$ cat src/rtl/nn_pkg.sv
// Shared FSM state type, Q16.16 constants and default data width for the
// softmax controller and its score buffer.
package nn_pkg;
    localparam int NN_DATA_W = 32;

    localparam logic [NN_DATA_W-1:0] ONE  = 32'h0001_0000;
    localparam logic [NN_DATA_W-1:0] HALF = 32'h0000_8000;

    typedef enum logic [2:0] {
        IDLE,
        LOAD,
        FEED,
        WAIT_MAX,
        BACK,
        DONE
    } sm_state_e;
endpackage

$ cat src/rtl/sm_score_buf.sv
// Class-score storage: one synchronous write port, one asynchronous read port.
// Contents are not reset; every entry is written before it is read.
module sm_score_buf #(
    parameter int N_CLASSES = 4,
    parameter int DATA_W    = 32,
    parameter int ADDR_W    = 2
) (
    input  logic              clk,
    input  logic              we,
    input  logic [ADDR_W-1:0] waddr,
    input  logic [DATA_W-1:0] wdata,
    input  logic [ADDR_W-1:0] raddr,
    output logic [DATA_W-1:0] rdata
);
    logic [DATA_W-1:0] mem [N_CLASSES];

    always_ff @(posedge clk) begin
        if (we) begin
            mem[waddr] <= wdata;
        end
    end

    assign rdata = mem[raddr];
endmodule

$ cat src/rtl/softmax_ctrl.sv
// Sequences one softmax run: load scores, feed them, read argmax, optionally
// stream backprop errors. Define SOFTMAX_CTRL_STATS_EN for run/correct counters.
module softmax_ctrl
    import nn_pkg::*;
#(
    parameter int N_CLASSES = 4,
    parameter int IDX_W     = 3,
    parameter int DATA_W    = NN_DATA_W,
    parameter int TIMEOUT   = 255
) (
    input  logic              clk,
    input  logic              rst,
    input  logic              run_start,
    input  logic              train,
    input  logic [IDX_W-1:0]  label,
    input  logic              score_valid,
    output logic              score_ready,
    input  logic [DATA_W-1:0] score_data,
    output logic              sf_start,
    output logic              sf_backprop_ctrl,
    output logic [DATA_W-1:0] sf_input,
    output logic [IDX_W-1:0]  sf_input_idx,
    output logic [IDX_W-1:0]  sf_expected_label,
    input  logic              sf_in_ready,
    input  logic              sf_max_ready,
    input  logic              sf_out_ready,
    input  logic [IDX_W-1:0]  sf_max,
    input  logic [IDX_W-1:0]  sf_out_idx,
    input  logic [DATA_W-1:0] sf_out_data,
    output logic              err_valid,
    output logic [IDX_W-1:0]  err_idx,
    output logic [DATA_W-1:0] err_data,
    output logic              pred_valid,
    output logic [IDX_W-1:0]  pred,
    output logic              correct,
    output logic              timeout,
    output logic              busy
`ifdef SOFTMAX_CTRL_STATS_EN
    ,
    output logic [15:0]       run_count,
    output logic [15:0]       correct_count
`endif
);
    localparam int AW   = (N_CLASSES > 1) ? $clog2(N_CLASSES) : 1;
    localparam int WD_W = (TIMEOUT > 0) ? $clog2(TIMEOUT + 1) : 1;
    localparam logic [IDX_W-1:0] LAST   = IDX_W'(N_CLASSES - 1);
    localparam logic [WD_W-1:0]  WD_MAX = WD_W'(TIMEOUT);

    sm_state_e         state, state_nxt;
    logic [IDX_W-1:0]  load_cnt, idx, label_q;
    logic              train_q, start_q;
    logic [WD_W-1:0]   wd_cnt;
    logic [DATA_W-1:0] rd_data;
    logic              load_beat, wd_hit, wd_clr;

    sm_score_buf #(
        .N_CLASSES (N_CLASSES),
        .DATA_W    (DATA_W),
        .ADDR_W    (AW)
    ) u_buf (
        .clk   (clk),
        .we    (load_beat),
        .waddr (load_cnt[AW-1:0]),
        .wdata (score_data),
        .raddr (idx[AW-1:0]),
        .rdata (rd_data)
    );

    assign wd_hit = (state inside {FEED, WAIT_MAX, BACK}) && (wd_cnt == WD_MAX);

    always_comb begin
        state_nxt = state;
        sf_start  = 1'b0;
        load_beat = 1'b0;
        case (state)
            IDLE: if (run_start) state_nxt = LOAD;
            LOAD: begin
                load_beat = score_valid;
                if (score_valid && load_cnt == LAST) state_nxt = FEED;
            end
            FEED: begin
                // start drops for one cycle after every transfer
                sf_start = sf_in_ready && !start_q && !wd_hit;
                if (wd_hit) state_nxt = DONE;
                else if (sf_start && idx == LAST) state_nxt = WAIT_MAX;
            end
            WAIT_MAX: begin
                if (wd_hit) state_nxt = DONE;
                else if (sf_max_ready) state_nxt = train_q ? BACK : DONE;
            end
            BACK: begin
                sf_start = sf_out_ready && !wd_hit;
                if (wd_hit) state_nxt = DONE;
                else if (sf_start && sf_out_idx == LAST) state_nxt = DONE;
            end
            DONE:    state_nxt = IDLE;
            default: state_nxt = IDLE;
        endcase
    end

    // watchdog restarts on entry to any softmax wait state and on every transfer
    assign wd_clr = sf_start ||
                    ((state_nxt != state) && (state_nxt inside {FEED, WAIT_MAX, BACK}));

    assign score_ready       = (state == LOAD);
    assign busy              = (state != IDLE);
    assign sf_backprop_ctrl  = (state == BACK);
    assign pred_valid        = (state == DONE);
    assign err_valid         = (state == BACK) && sf_start;
    assign err_idx           = err_valid ? sf_out_idx : '0;
    assign err_data          = err_valid ? sf_out_data : '0;
    assign sf_input          = (state == FEED) ? rd_data : '0;
    assign sf_input_idx      = idx;
    assign sf_expected_label = label_q;

    always_ff @(posedge clk or negedge rst) begin
        if (!rst) begin
            state    <= IDLE;
            load_cnt <= '0;
            idx      <= '0;
            label_q  <= '0;
            train_q  <= 1'b0;
            start_q  <= 1'b0;
            wd_cnt   <= '0;
            pred     <= '0;
            correct  <= 1'b0;
            timeout  <= 1'b0;
        end else begin
            state   <= state_nxt;
            start_q <= sf_start;
            if (wd_clr) wd_cnt <= '0;
            else if (wd_cnt != WD_MAX) wd_cnt <= wd_cnt + 1'b1;

            if (state == IDLE && run_start) begin
                train_q  <= train;
                label_q  <= label;
                load_cnt <= '0;
                idx      <= '0;
                correct  <= 1'b0;
                timeout  <= 1'b0;
            end
            if (load_beat && load_cnt != LAST) load_cnt <= load_cnt + 1'b1;
            if (state == FEED && sf_start && idx != LAST) idx <= idx + 1'b1;

            if (state == WAIT_MAX && sf_max_ready && !wd_hit) begin
                pred    <= sf_max;
                correct <= (sf_max == label_q);
            end
            if (wd_hit) begin
                timeout <= 1'b1;
                correct <= 1'b0;
            end
        end
    end

`ifdef SOFTMAX_CTRL_STATS_EN
    function automatic logic [15:0] sat_inc(input logic [15:0] v);
        return (v == 16'hFFFF) ? v : v + 16'd1;
    endfunction

    always_ff @(posedge clk or negedge rst) begin
        if (!rst) begin
            run_count     <= '0;
            correct_count <= '0;
        end else if (state == DONE) begin
            run_count <= sat_inc(run_count);
            if (correct && !timeout) correct_count <= sat_inc(correct_count);
        end
    end
`endif
endmodule

$ cat config.mk
export PLATFORM = sky130hd
export DESIGN_NAME = softmax_ctrl
export DESIGN_NICKNAME = d
export VERILOG_FILES = /design/src/rtl/nn_pkg.sv /design/src/rtl/sm_score_buf.sv /design/src/rtl/softmax_ctrl.sv
export SDC_FILE = /design/constraint.sdc
export NUM_CORES = 1
export LEC_CHECK = 0
export BUFFER_PORTS_ARGS = -buffer_cell sky130_fd_sc_hd__buf_2
export CORE_MARGIN = 2
export CORE_UTILIZATION = 35
export CTS_CLUSTER_SIZE = 8
export DETAILED_ROUTE_END_ITERATION = 12
export GPL_TIMING_DRIVEN = 0
export SLEW_MARGIN = 20
export SYNTH_ARGS = -nofsm -noshare
export SYNTH_HDL_FRONTEND = slang
export SYNTH_SLANG_ARGS = --single-unit
export TNS_END_PERCENT = 100
$ cat constraint.sdc
create_clock -name clk -period 6.24 [get_ports clk]
set_input_delay 0.624 -clock clk [delete_from_list [all_inputs] [get_ports clk]]
set_output_delay 0.624 -clock clk [all_outputs]
set_load 0.02 [all_outputs]
==> results.json <==
{
  "insertion_delay_ns": 0.42,
  "ff_latch_area_sq_mm": 0.00452,
  "num_vias": 3934,
  "gr-usage-all-layers_pct": 14.8,
  "grt_start_max_net_pins": 28,
  "setup_viol": 0,
  "ff2ff_path_depth": 4,
  "reg2reg_from": "state[1]",
  "routedWlPerCell_um": 17.2,
  "rsz0062_at_grt": "false",
  "avgViaCountPerCell": 4.75,
  "stdcell_area_sq_mm": 0.00846,
  "layout_common_cells": "buf_2 (172), edfxtp_1 (128), and2_1 (36), mux4_2 (32), nor2b_1 (32)",
  "multiInputGateArea_sq_mm": 0.00195,
  "wl_mm": 14.2,
  "synth.net_count": 481,
  "maxCapViolCount": 0,
  "area_growth_pct": 27.7,
  "cp-end-kind": "output port",
  "gp_congestion": 0.782,
  "fp-row-count": 50,
  "grt_pass1_vias": 4081,
  "final_common_cell": "buf_2",
  "path_class": "flip-flop to output port",
  "h-tree-depth": 4,
  "cts_tree": "yes",
  "hold_viol_final": 0,
  "dr.pass1.iters": 4,
  "switching_share_pct": 28.6,
  "ys.flop_type": "edfxtp_1",
  "synth_cells": 392,
  "numCtsBuffers": 17,
  "nFillCells": 1648,
  "fp.dieW_um": 142,
  "clk_pin_slew_ns": 0.07,
  "ys_warn_count": 0,
  "drt_iter0_drc": 121,
  "core_sq_mm": 0.0186,
  "regToRegEndpoint": "u_buf.mem[0][13]",
  "nets": 668,
  "powerDensity_mw_per_mm2": 372,
  "avgSynthCellArea_sq_um": 16.9,
  "period_share_pct": 48.6,
  "start_util_pct": 35.5,
  "skew_ns": 0.0114,
  "final.min_clock_period_ns": 3.03,
  "portBuffers": 164,
  "synthesis.area_sq_mm": 0.00663,
  "tns_ns": 0,
  "fmax_mhz": 330,
  "place_ws_ns": 3.58,
  "critPathMaxFanout": 10,
  "net-switching-power_mw": 0.900,
  "die_y_um": 142,
  "ctsResizeCount": 0,
  "ys_seq_elements": 155,
  "start_kind": "flip-flop",
  "reg2reg_slack_ns": 4.20,
  "post_cts_buffers": 0,
  "place_hpwl_mm": 10.0,
  "pin_count": 165,
  "drive_gt1_share_pct": 44.7,
  "slew_headroom_pct": 54.3,
  "combPwrFrac_pct": 21.4,
  "crit_arrival_ns": 2.41,
  "remaining_drc_errors": 0,
  "p_seq_share_pct": 45.9,
  "slew_viol_final": 0,
  "antenna_found_initial": 4,
  "ir_drop_uv": 255,
  "p_clk_share_pct": 32.8,
  "place_area_sq_mm": 0.00785,
  "ctsHoldBuffers": 0,
  "dieArea_sq_mm": 0.0200,
  "outcome": "finished, final reports clean",
  "drtAntennaViolNets": 0,
  "fin_ws_ns": 3.21,
  "p_int_mw": 2.25,
  "cellLeakagePower_nw": 3.40,
  "ys_types": 45,
  "cts_num_sinks": 155,
  "async_reset_ff_share_pct": 17.4,
  "gr-total-overflow": 0,
  "grt_pass1_wl_mm": 22.2,
  "synth_edf_count": 128,
  "cts.path.max_buffers": 2,
  "worst_pin_slew_ns": 0.686,
  "required_ns": 5.62,
  "cts_root_buf": "clkbuf_16",
  "yosysSeqAreaShare_pct": 68.2,
  "hold_path.class": "primary input to asynchronous set/reset pin"
}
==> power groups by stage <==
stage	Sequential (mW)	Combinational [mW]	Clock [mW]
2_1_floorplan	1.48	0.403	0
3_3_place_gp	1.46	0.620	0
3_5_place_dp	1.47	0.685	0
4_1_cts	1.44	0.688	1.06
5_1_grt	1.47	0.740	1.09
6_report	1.44	0.673	1.03
==> cell families (layout without fill, tap and decap cells) <==
logic type	Yosys count	after routing	share of synthesized area (%)
DFF	155	155	68.2
and+or+nand+nor	125	125	11.2
muxes	44	44	12.8
buffers and inverters	31	230	2.47
AOI/OAI and AO/OA	23	23	3.00
adders and majority gates	8	8	1.51
xor gates and xnor gates	6	6	0.793
other	0	3	0
==> flip-flops by register name (all words and copies together) (netlist names), 3 cells and up <==
name / cells
u_buf.mem: 128
wd_cnt: 8
load_cnt: 3
pred: 3
sf_expected_label: 3
sf_input_idx: 3
state: 3
==> routing by layer <==
metal	share of wire [%]	vias up	track usage, %
met2	49	94	24.3
met3	5.1	18	4.52
met1	44	1959	18.8
li1	-	1861	-
met4	1.6	2	4.95
met5	0.092	-	0
==> stage by stage <==
stage | power, mW | std cells | hold slack, ns | utilization, %
floorplan | 1.88 | 392 | 0.328 | -
global placement | 2.08 | 790 | 0.452 | 41.5
detailed placement | 2.15 | 794 | 0.461 | 42.1
CTS | 3.19 | 825 | 0.222 | 45.3
global route | 3.30 | 826 | 0.260 | 45.3
finish | 3.15 | 828 | 0.222 | 45.4
==> worst max-delay path: stages, from the launching register on <==
cell and delay (ns):
dfrtp_1 0.37, clkbuf_1 0.30, clkbuf_1 0.57, mux4_2 0.40, nor2b_1 0.16, buf_2 0.19
==> cells in the mapped netlist (3+ instances only) <==
cell type  instances  share of area [%]
edfxtp_1         128                 58
and2_1            36                3.4
mux4_2            32                 11
nor2b_1           32                3.0
dfrtp_1           27                 10
nand2_1           20                1.1
nor2_1            10               0.57
inv_1              9               0.51
buf_2              8               0.60
clkbuf_1           8               0.45
ha_1               8                1.5
a21oi_1            7               0.53
mux2_2             7                1.2
and3_1             6               0.57
buf_6              5               0.85
mux2i_1            5               0.76
xor2_1             5               0.66
nand3b_1           4               0.45
a211oi_1           3               0.34
o21ai_0            3               0.23
==> worst max-delay path by stage <==
| stage | from | to | slack, ns |
|---|---|---|---|
| finish | sf_input_idx[1] | sf_input[10] | 3.21 |
| floorplan | sf_input_idx[0] | sf_input[10] | 3.90 |
| global route | sf_input_idx[1] | sf_input[10] | 3.02 |
| global placement | state[1] | u_buf.mem[3][15] | 3.38 |
| detailed placement | sf_input_idx[1] | sf_input[16] | 3.58 |
| CTS | sf_input_idx[1] | sf_input[10] | 3.13 |
==> final cells by class <==
class                   count  area share [%]
flip-flops and latches    155            53.4
diodes                      3          0.0887
clock inverters            14            2.12
well taps                 234            3.46
multi-input cells         206            23.0
repair buffers            168            10.9
plain buffers              22            1.54
clock buffers              17            5.03
inverters                   9           0.399
No activity file was read; power rests on OpenSTA's default activity.
